<file path="src/rtl/ustawienie_pole_if.sv">
// Request/response bundle for the bit-field set/clear/toggle/count engine.
interface ustawienie_pole_if #(
  parameter int BITS = 32,
  parameter int CW   = $clog2(BITS) + 1
);
  logic            i_start;
  logic [1:0]      i_mode;
  logic [BITS-1:0] i_arg_A;
  logic [BITS-1:0] i_arg_B;
  logic [BITS-1:0] i_arg_C;
  logic            o_busy;
  logic            o_done;
  logic [BITS-1:0] o_result;
  logic [CW-1:0]   o_count;
  logic            o_error;

  modport master (
    output i_start, i_mode, i_arg_A, i_arg_B, i_arg_C,
    input  o_busy, o_done, o_result, o_count, o_error
  );

  modport slave (
    input  i_start, i_mode, i_arg_A, i_arg_B, i_arg_C,
    output o_busy, o_done, o_result, o_count, o_error
  );
endinterface

</file>
<file path="src/rtl/ustawienie_pole.sv">
// Bit-field engine: sets, clears, toggles or counts ones in A[C:B], one bit per cycle.
//
// state   | meaning
// --------+----------------------------------------------------------
// S_IDLE  | waiting for i_start; operands latched when it arrives
// S_CHECK | validate B/C against BITS and each other
// S_BUSY  | process bit idx, advance until idx == C
// S_DONE  | publish working word and count (o_done next cycle)
// S_ERR   | publish latched A, count 0, error flag (o_done next cycle)
module ustawienie_pole #(
  parameter int BITS = 32,
  parameter int CW   = $clog2(BITS) + 1
) (
  input  logic            i_clk,
  input  logic            i_rst_n,
  ustawienie_pole_if.slave bus
);

  localparam int IW = (BITS > 1) ? $clog2(BITS) : 1;
  localparam logic [BITS:0] LIM = (BITS+1)'(BITS);

  typedef enum logic [2:0] {
    S_IDLE,
    S_CHECK,
    S_BUSY,
    S_DONE,
    S_ERR
  } state_t;

  state_t state, state_nx;

  logic [BITS-1:0] a_q, b_q, c_q, work_q, work_nx;
  logic [1:0]      mode_q;
  logic [IW-1:0]   idx_q;
  logic [CW-1:0]   cnt_q;
  logic            bad_idx, idx_last, old_bit, new_bit, hit;

  logic            done_q, error_q;
  logic [BITS-1:0] result_q;
  logic [CW-1:0]   count_q;

  // Full-width compares so huge indices are rejected rather than truncated.
  assign bad_idx  = ({1'b0, b_q} >= LIM) || ({1'b0, c_q} >= LIM) || (b_q > c_q);
  assign idx_last = (idx_q == c_q[IW-1:0]);
  assign old_bit  = work_q[idx_q];

  always_comb begin
    new_bit = old_bit;
    hit     = 1'b0;
    work_nx = work_q;
    case (mode_q)
      2'b00:   new_bit = 1'b1;
      2'b01:   new_bit = 1'b0;
      2'b10:   new_bit = ~old_bit;
      default: new_bit = old_bit;
    endcase
    hit = (mode_q == 2'b11) ? old_bit : (old_bit ^ new_bit);
    work_nx[idx_q] = new_bit;
  end

  always_ff @(posedge i_clk or negedge i_rst_n) begin
    if (!i_rst_n) state <= S_IDLE;
    else          state <= state_nx;
  end

  always_comb begin
    state_nx = state;
    case (state)
      S_IDLE:  if (bus.i_start) state_nx = S_CHECK;
      S_CHECK: state_nx = bad_idx ? S_ERR : S_BUSY;
      S_BUSY:  if (idx_last) state_nx = S_DONE;
      S_DONE:  state_nx = S_IDLE;
      S_ERR:   state_nx = S_IDLE;
      default: state_nx = S_IDLE;
    endcase
  end

  always_ff @(posedge i_clk or negedge i_rst_n) begin
    if (!i_rst_n) begin
      a_q      <= '0;
      b_q      <= '0;
      c_q      <= '0;
      work_q   <= '0;
      mode_q   <= '0;
      idx_q    <= '0;
      cnt_q    <= '0;
      done_q   <= 1'b0;
      error_q  <= 1'b0;
      result_q <= '0;
      count_q  <= '0;
    end else begin
      done_q <= 1'b0;
      case (state)
        S_IDLE: begin
          if (bus.i_start) begin
            a_q    <= bus.i_arg_A;
            b_q    <= bus.i_arg_B;
            c_q    <= bus.i_arg_C;
            work_q <= bus.i_arg_A;
            mode_q <= bus.i_mode;
          end
        end
        S_CHECK: begin
          idx_q <= b_q[IW-1:0];
          cnt_q <= '0;
        end
        S_BUSY: begin
          work_q <= work_nx;
          cnt_q  <= cnt_q + CW'(hit);
          if (!idx_last) idx_q <= idx_q + 1'b1;
        end
        S_DONE: begin
          done_q   <= 1'b1;
          error_q  <= 1'b0;
          result_q <= work_q;
          count_q  <= cnt_q;
        end
        S_ERR: begin
          done_q   <= 1'b1;
          error_q  <= 1'b1;
          result_q <= a_q;
          count_q  <= '0;
        end
        default: ;
      endcase
    end
  end

  assign bus.o_busy   = (state != S_IDLE);
  assign bus.o_done   = done_q;
  assign bus.o_error  = error_q;
  assign bus.o_result = result_q;
  assign bus.o_count  = count_q;

endmodule

</file>
<file path="src/flat_wrapper.sv">
// flat-port wrapper written by rule: the top's interface ports become plain ports
module ustawienie_pole_flat 
#(
  parameter int BITS = 32,
  parameter int CW   = $clog2(BITS) + 1
)
  (i_clk, i_rst_n, bus_i_start, bus_i_mode, bus_i_arg_A, bus_i_arg_B, bus_i_arg_C, bus_o_busy, bus_o_done, bus_o_result, bus_o_count, bus_o_error);
  ustawienie_pole_if #(.BITS(BITS), .CW(CW)) bus_i ();
  input  logic i_clk;
  input  logic i_rst_n;
  input wire logic [$bits(bus_i.i_start)-1:0] bus_i_start;
  input wire logic [$bits(bus_i.i_mode)-1:0] bus_i_mode;
  input wire logic [$bits(bus_i.i_arg_A)-1:0] bus_i_arg_A;
  input wire logic [$bits(bus_i.i_arg_B)-1:0] bus_i_arg_B;
  input wire logic [$bits(bus_i.i_arg_C)-1:0] bus_i_arg_C;
  output wire logic [$bits(bus_i.o_busy)-1:0] bus_o_busy;
  output wire logic [$bits(bus_i.o_done)-1:0] bus_o_done;
  output wire logic [$bits(bus_i.o_result)-1:0] bus_o_result;
  output wire logic [$bits(bus_i.o_count)-1:0] bus_o_count;
  output wire logic [$bits(bus_i.o_error)-1:0] bus_o_error;
  assign bus_i.i_start = bus_i_start;
  assign bus_i.i_mode = bus_i_mode;
  assign bus_i.i_arg_A = bus_i_arg_A;
  assign bus_i.i_arg_B = bus_i_arg_B;
  assign bus_i.i_arg_C = bus_i_arg_C;
  assign bus_o_busy = bus_i.o_busy;
  assign bus_o_done = bus_i.o_done;
  assign bus_o_result = bus_i.o_result;
  assign bus_o_count = bus_i.o_count;
  assign bus_o_error = bus_i.o_error;
  ustawienie_pole #(.BITS(BITS), .CW(CW)) u_core (.i_clk(i_clk), .i_rst_n(i_rst_n), .bus(bus_i));
endmodule
</file>
<file path="config.mk">
export PLATFORM = sky130hd
export DESIGN_NAME = ustawienie_pole_flat
export DESIGN_NICKNAME = d
export VERILOG_FILES = /design/src/rtl/ustawienie_pole_if.sv /design/src/rtl/ustawienie_pole.sv /design/src/flat_wrapper.sv
export SDC_FILE = /design/constraint.sdc
export NUM_CORES = 1
export LEC_CHECK = 0
export ABC_AREA = 1
export BUFFER_PORTS_ARGS = -buffer_cell sky130_fd_sc_hd__buf_2
export CAP_MARGIN = 20
export CORE_MARGIN = 4
export CORE_UTILIZATION = 40
export DETAILED_ROUTE_END_ITERATION = 6
export SLEW_MARGIN = 30
export SYNTH_ARGS = -nofsm -noshare
export SYNTH_HDL_FRONTEND = slang
export SYNTH_SLANG_ARGS = --single-unit
</file>
<file path="constraint.sdc">
create_clock -name i_clk -period 2.7 [get_ports i_clk]
set_input_delay 0.54 -clock i_clk [delete_from_list [all_inputs] [get_ports i_clk]]
set_output_delay 0.54 -clock i_clk [all_outputs]
set_load 0.03 [all_outputs]
</file>
==> load_flow_metrics.sql <==
INSERT INTO impl_metrics (metric_group, metric, value, unit) VALUES
('timing', 'timing_hold_violations_final', '0', ''),
('logic_synthesis', 'post-synth-top-count-cell', 'nand2_1', ''),
('logic_synthesis', 'synth_top_cells_by_area', 'dfrtp_1 49%, nand2_1 17%, o21ai_0 6.4%', ''),
('placement', 'routabilityCongestion', '0.8250', ''),
('detailed_routing', 'firstDrtPassIters', '5', ''),
('logic_synthesis', 'ys_seq_area_share', '49.17', '%'),
('die', 'std_cell_rows', '55', ''),
('placement', 'port_buffers', '141', ''),
('critical_path', 'critical-path-top-cell-by-count', 'nand2_1', ''),
('cells_and_area', 'final_layout_size_suffix_gt1_share', '17.75', '%'),
('logic_synthesis', 'synth.yosys.warnings', '0', ''),
('placement', 'place_worst_setup_slack', '0.2262', 'ns'),
('critical_path', 'delay_heaviest_family_cp', 'simple AND/OR/NAND/NOR gates', ''),
('critical_path', 'critical_path.cell_chain', 'buf_4 > nand2_1 > nand3_1 > nand2_1 > nand2_1 > nand2_1 > nor2_2 > nand2_2 > o21ai_0 > ha_1 > ha_1 > nand2_1 > nor3_1 > a21oi_1 > a21oi_1', ''),
('die', 'total_die_area', '25920', 'um2'),
('timing', 'clock.fmax', '0.4282', 'GHz'),
('detailed_routing', 'vias_per_cell', '4.898', ''),
('run', 'total_of_max_cap_violations', '0', ''),
('cts', 'cts_hold_repair.buffers', '0', ''),
('timing', 'rsz_0062_raised_after_global_routing', 'false', ''),
('logic_synthesis', 'syn-num-nets', '1325', ''),
('critical_path', 'path_buf_inv', '1', ''),
('logic_synthesis', 'postSynthCellCount', '1186', ''),
('cts', 'clk_root_buffer_cell', 'clkbuf_16', ''),
('critical_path', 'cp_max_fo', '11', ''),
('cells_and_area', 'final_nets', '1444', ''),
('timing', 'worst_tran_pin_value', '0.7458', 'ns'),
('detailed_routing', 'first_iter_violations', '527', ''),
('timing', 'final.min_clock_period', '2.336', 'ns'),
('cts', 'clockBufferDepth', '2', ''),
('critical_path', 'timing.critical_path.required', '3.05', 'ns'),
('cts', 'cts.sink_count', '184', ''),
('die', 'die_w', '161.0', 'um'),
('logic_synthesis', 'top_reg_cell_synth', 'dfrtp_1', ''),
('die', 'core_area', '22850', 'um2'),
('cts', 'clock_insertion_delay_worst_skew', '0.43', 'ns'),
('critical_path', 'cp_data_arrival_time', '2.69', 'ns'),
('critical_path', 'worst_setup_path_start_kind', 'flop', ''),
('critical_path', 'timing.critical_path.slowest_stage_cell', 'dfrtp_2', ''),
('global_routing', 'grt_resource_usage_total', '18.69', '%'),
('critical_path', 'timing.critical_path.slowest_cell_delay', '0.52', 'ns'),
('cts', 'cts.reportedPaths.clkPinSlew', '0.07', 'ns'),
('critical_path', 'path_class', 'flop to flop', ''),
('global_routing', 'antenna_found_initial', '3', ''),
('critical_path', 'critical_path.endpoint_type', 'flop', ''),
('logic_synthesis', 'syn-mean-instance-area', '7.895', 'um2'),
('logic_synthesis', 'mappedNetlistArea', '9364', 'um2'),
('timing', 'finalMaxSlewViolations', '0', ''),
('logic_synthesis', 'yosys-top-cells-count', '412 x nand2_1, 184 x dfrtp_1, 120 x o21ai_0, 95 x inv_1, 60 x nand3_1', ''),
('logic_synthesis', 'ys_async_rst_share', '100.0', '%'),
('cells_and_area', 'area_growth_syn_to_layout', '17.06', '%'),
('timing', 'setup_total_negative_slack', '0', 'ns'),
('detailed_routing', 'ant_nets', '0', ''),
('detailed_routing', 'routed_wire_per_std_cell', '14.44', 'um'),
('status', 'outcome', 'finished clean', ''),
('logic_synthesis', 'synth_largest_type_area_fraction', '49.17', '%'),
('cts', 'tritoncts', 'done', ''),
('power', 'power.static_leakage', '5.641', 'nW'),
('global_routing', 'grt_first_pass_wirelength', '39.70', 'mm'),
('logic_synthesis', 'yosysUniqueCellTypes', '37', ''),
('timing', 'timing.max_slew.rel_slack', '50.28', '%'),
('cts', 'clock_tree.htree_level_count', '4', ''),
('timing', 'ratio_of_final_minimum_period_to_clock_period', '86.50', '%'),
('cts', 'cts_setup_buffers', '0', ''),
('die', 'top_level_port_count', '142', ''),
('detailed_routing', 'detail_route.drc_violations', '0', ''),
('logic_synthesis', 'synth_area_leader_cell', 'dfrtp_1', ''),
('logic_synthesis', 'synth-edff-count', '0', ''),
('timing', 'skew', '0.01348', 'ns'),
('power', 'vdd_drop_max', '0.0005055', 'V'),
('cts', 'tritoncts_buffer_count', '17', '');
-- metal layers --
| layer | vias up | share of wire, % | track usage [%] |
|---|---|---|---|
| met2 | 176 | 48 | 31.41 |
| met4 | 6 | 0.84 | 3.994 |
| met3 | 20 | 4.7 | 3.930 |
| li1 | 4065 | - | - |
| met1 | 3727 | 46 | 25.16 |
| met5 | - | 0.12 | 0 |
-- stage by stage --
stage          utilization, %  total power, mW  hold WS [ns]  cell area [um2]  std cells
6_report                47.98            13.20        0.1259            10960       1632
5_1_grt                 47.97            14.45        0.1618            10960       1631
4_1_cts                 47.96            13.35        0.1337            10960       1631
3_5_place_dp            45.35            10.74        0.4505            10360       1599
3_3_place_gp            45.35            10.60        0.4507            10360       1599
2_1_floorplan               -            9.275        0.2444             9364       1186
-- worst reg2reg max path, stage by stage (launching register included) --
cell and delay, ns:
dfrtp_2 0.52, buf_4 0.22, nand2_1 0.07, nand3_1 0.08
nand2_1 0.05, nand2_1 0.05, nand2_1 0.06, nor2_2 0.11
nand2_2 0.09, o21ai_0 0.17, ha_1 0.19, ha_1 0.16
nand2_1 0.08, nor3_1 0.23, a21oi_1 0.06, a21oi_1 0.11
-- state kept, by name, indices dropped and copies added (netlist names) --
register / count
u_core.a_q: 32
u_core.b_q: 32
u_core.bus.o_count: 6
u_core.bus.o_done: 1
u_core.bus.o_error: 1
u_core.bus.o_result: 32
u_core.c_q: 32
u_core.cnt_q: 6
u_core.idx_q: 5
u_core.mode_q: 2
u_core.state: 3
u_core.work_q: 32
-- layout by cell type (no fill, tap or decap), types with 2 or more instances in the layout --
cell	instances
nand2_1	412
dfrtp_1	182
buf_2	140
o21ai_0	120
inv_1	94
nand3_1	58
nor2_1	55
a21oi_1	54
nor3_1	38
ha_1	38
nand2_2	29
clkbuf_16	17
nor4_1	12
buf_4	11
nand4_1	7
buf_12	6
nand3_2	4
inv_8	3
inv_6	3
xnor2_1	3
clkinv_2	3
clkinvlp_4	3
inv_2	2
nor2_2	2
o21a_1	2
xor2_1	2
o22ai_1	2
clkinv_4	2
bufinv_16	2
dfrtp_2	2
-- worst paths after layout --
check                                start         endpoint  slack, ns  cells after the start
max                        u_core.idx_q[0]  u_core.cnt_q[4]       0.36                     15
min                                i_rst_n    u_core.a_q[2]       0.13                      1
max reg2reg                u_core.idx_q[0]  u_core.cnt_q[4]       0.36                     15
min reg2reg                u_core.state[2]  u_core.state[0]       0.46                      1
max in group asynchronous          i_rst_n   u_core.c_q[31]       1.81                      2
min in group i_clk          bus_i_arg_B[9]    u_core.b_q[9]       0.30                      3
-- power by group --
group / internal (mW) / switching, mW
Sequential: 4.01 / 0.718
Combinational: 2.03 / 3.89
Clock: 1.39 / 1.16
-- final cells by class --
type                    instances  area [um2]
inverters                      98       380.4
clock buffers                  17       425.4
repair buffers                158       914.6
diodes                          1       2.502
fillers                      2342       11890
multi-input cells             846        4069
flip-flops and latches        184        4607
well taps                     313       391.6
clock inverters                15       171.4
-- kinds of logic after synthesis --
group	share of synthesized area, %
xor+xnor	0.4677
flops	49.17
fa+ha+maj	5.078
simple gates	27.81
compound gates	9.995
buf+inv	7.482
-- timing repair --
item / 4_1_cts / 5_1_grt
resized for setup: 0 / 2
endpoints found under the hold margin: 0 / 0
endpoints found under the setup margin: 0 / 2
(Power assumes the default switching activity.)
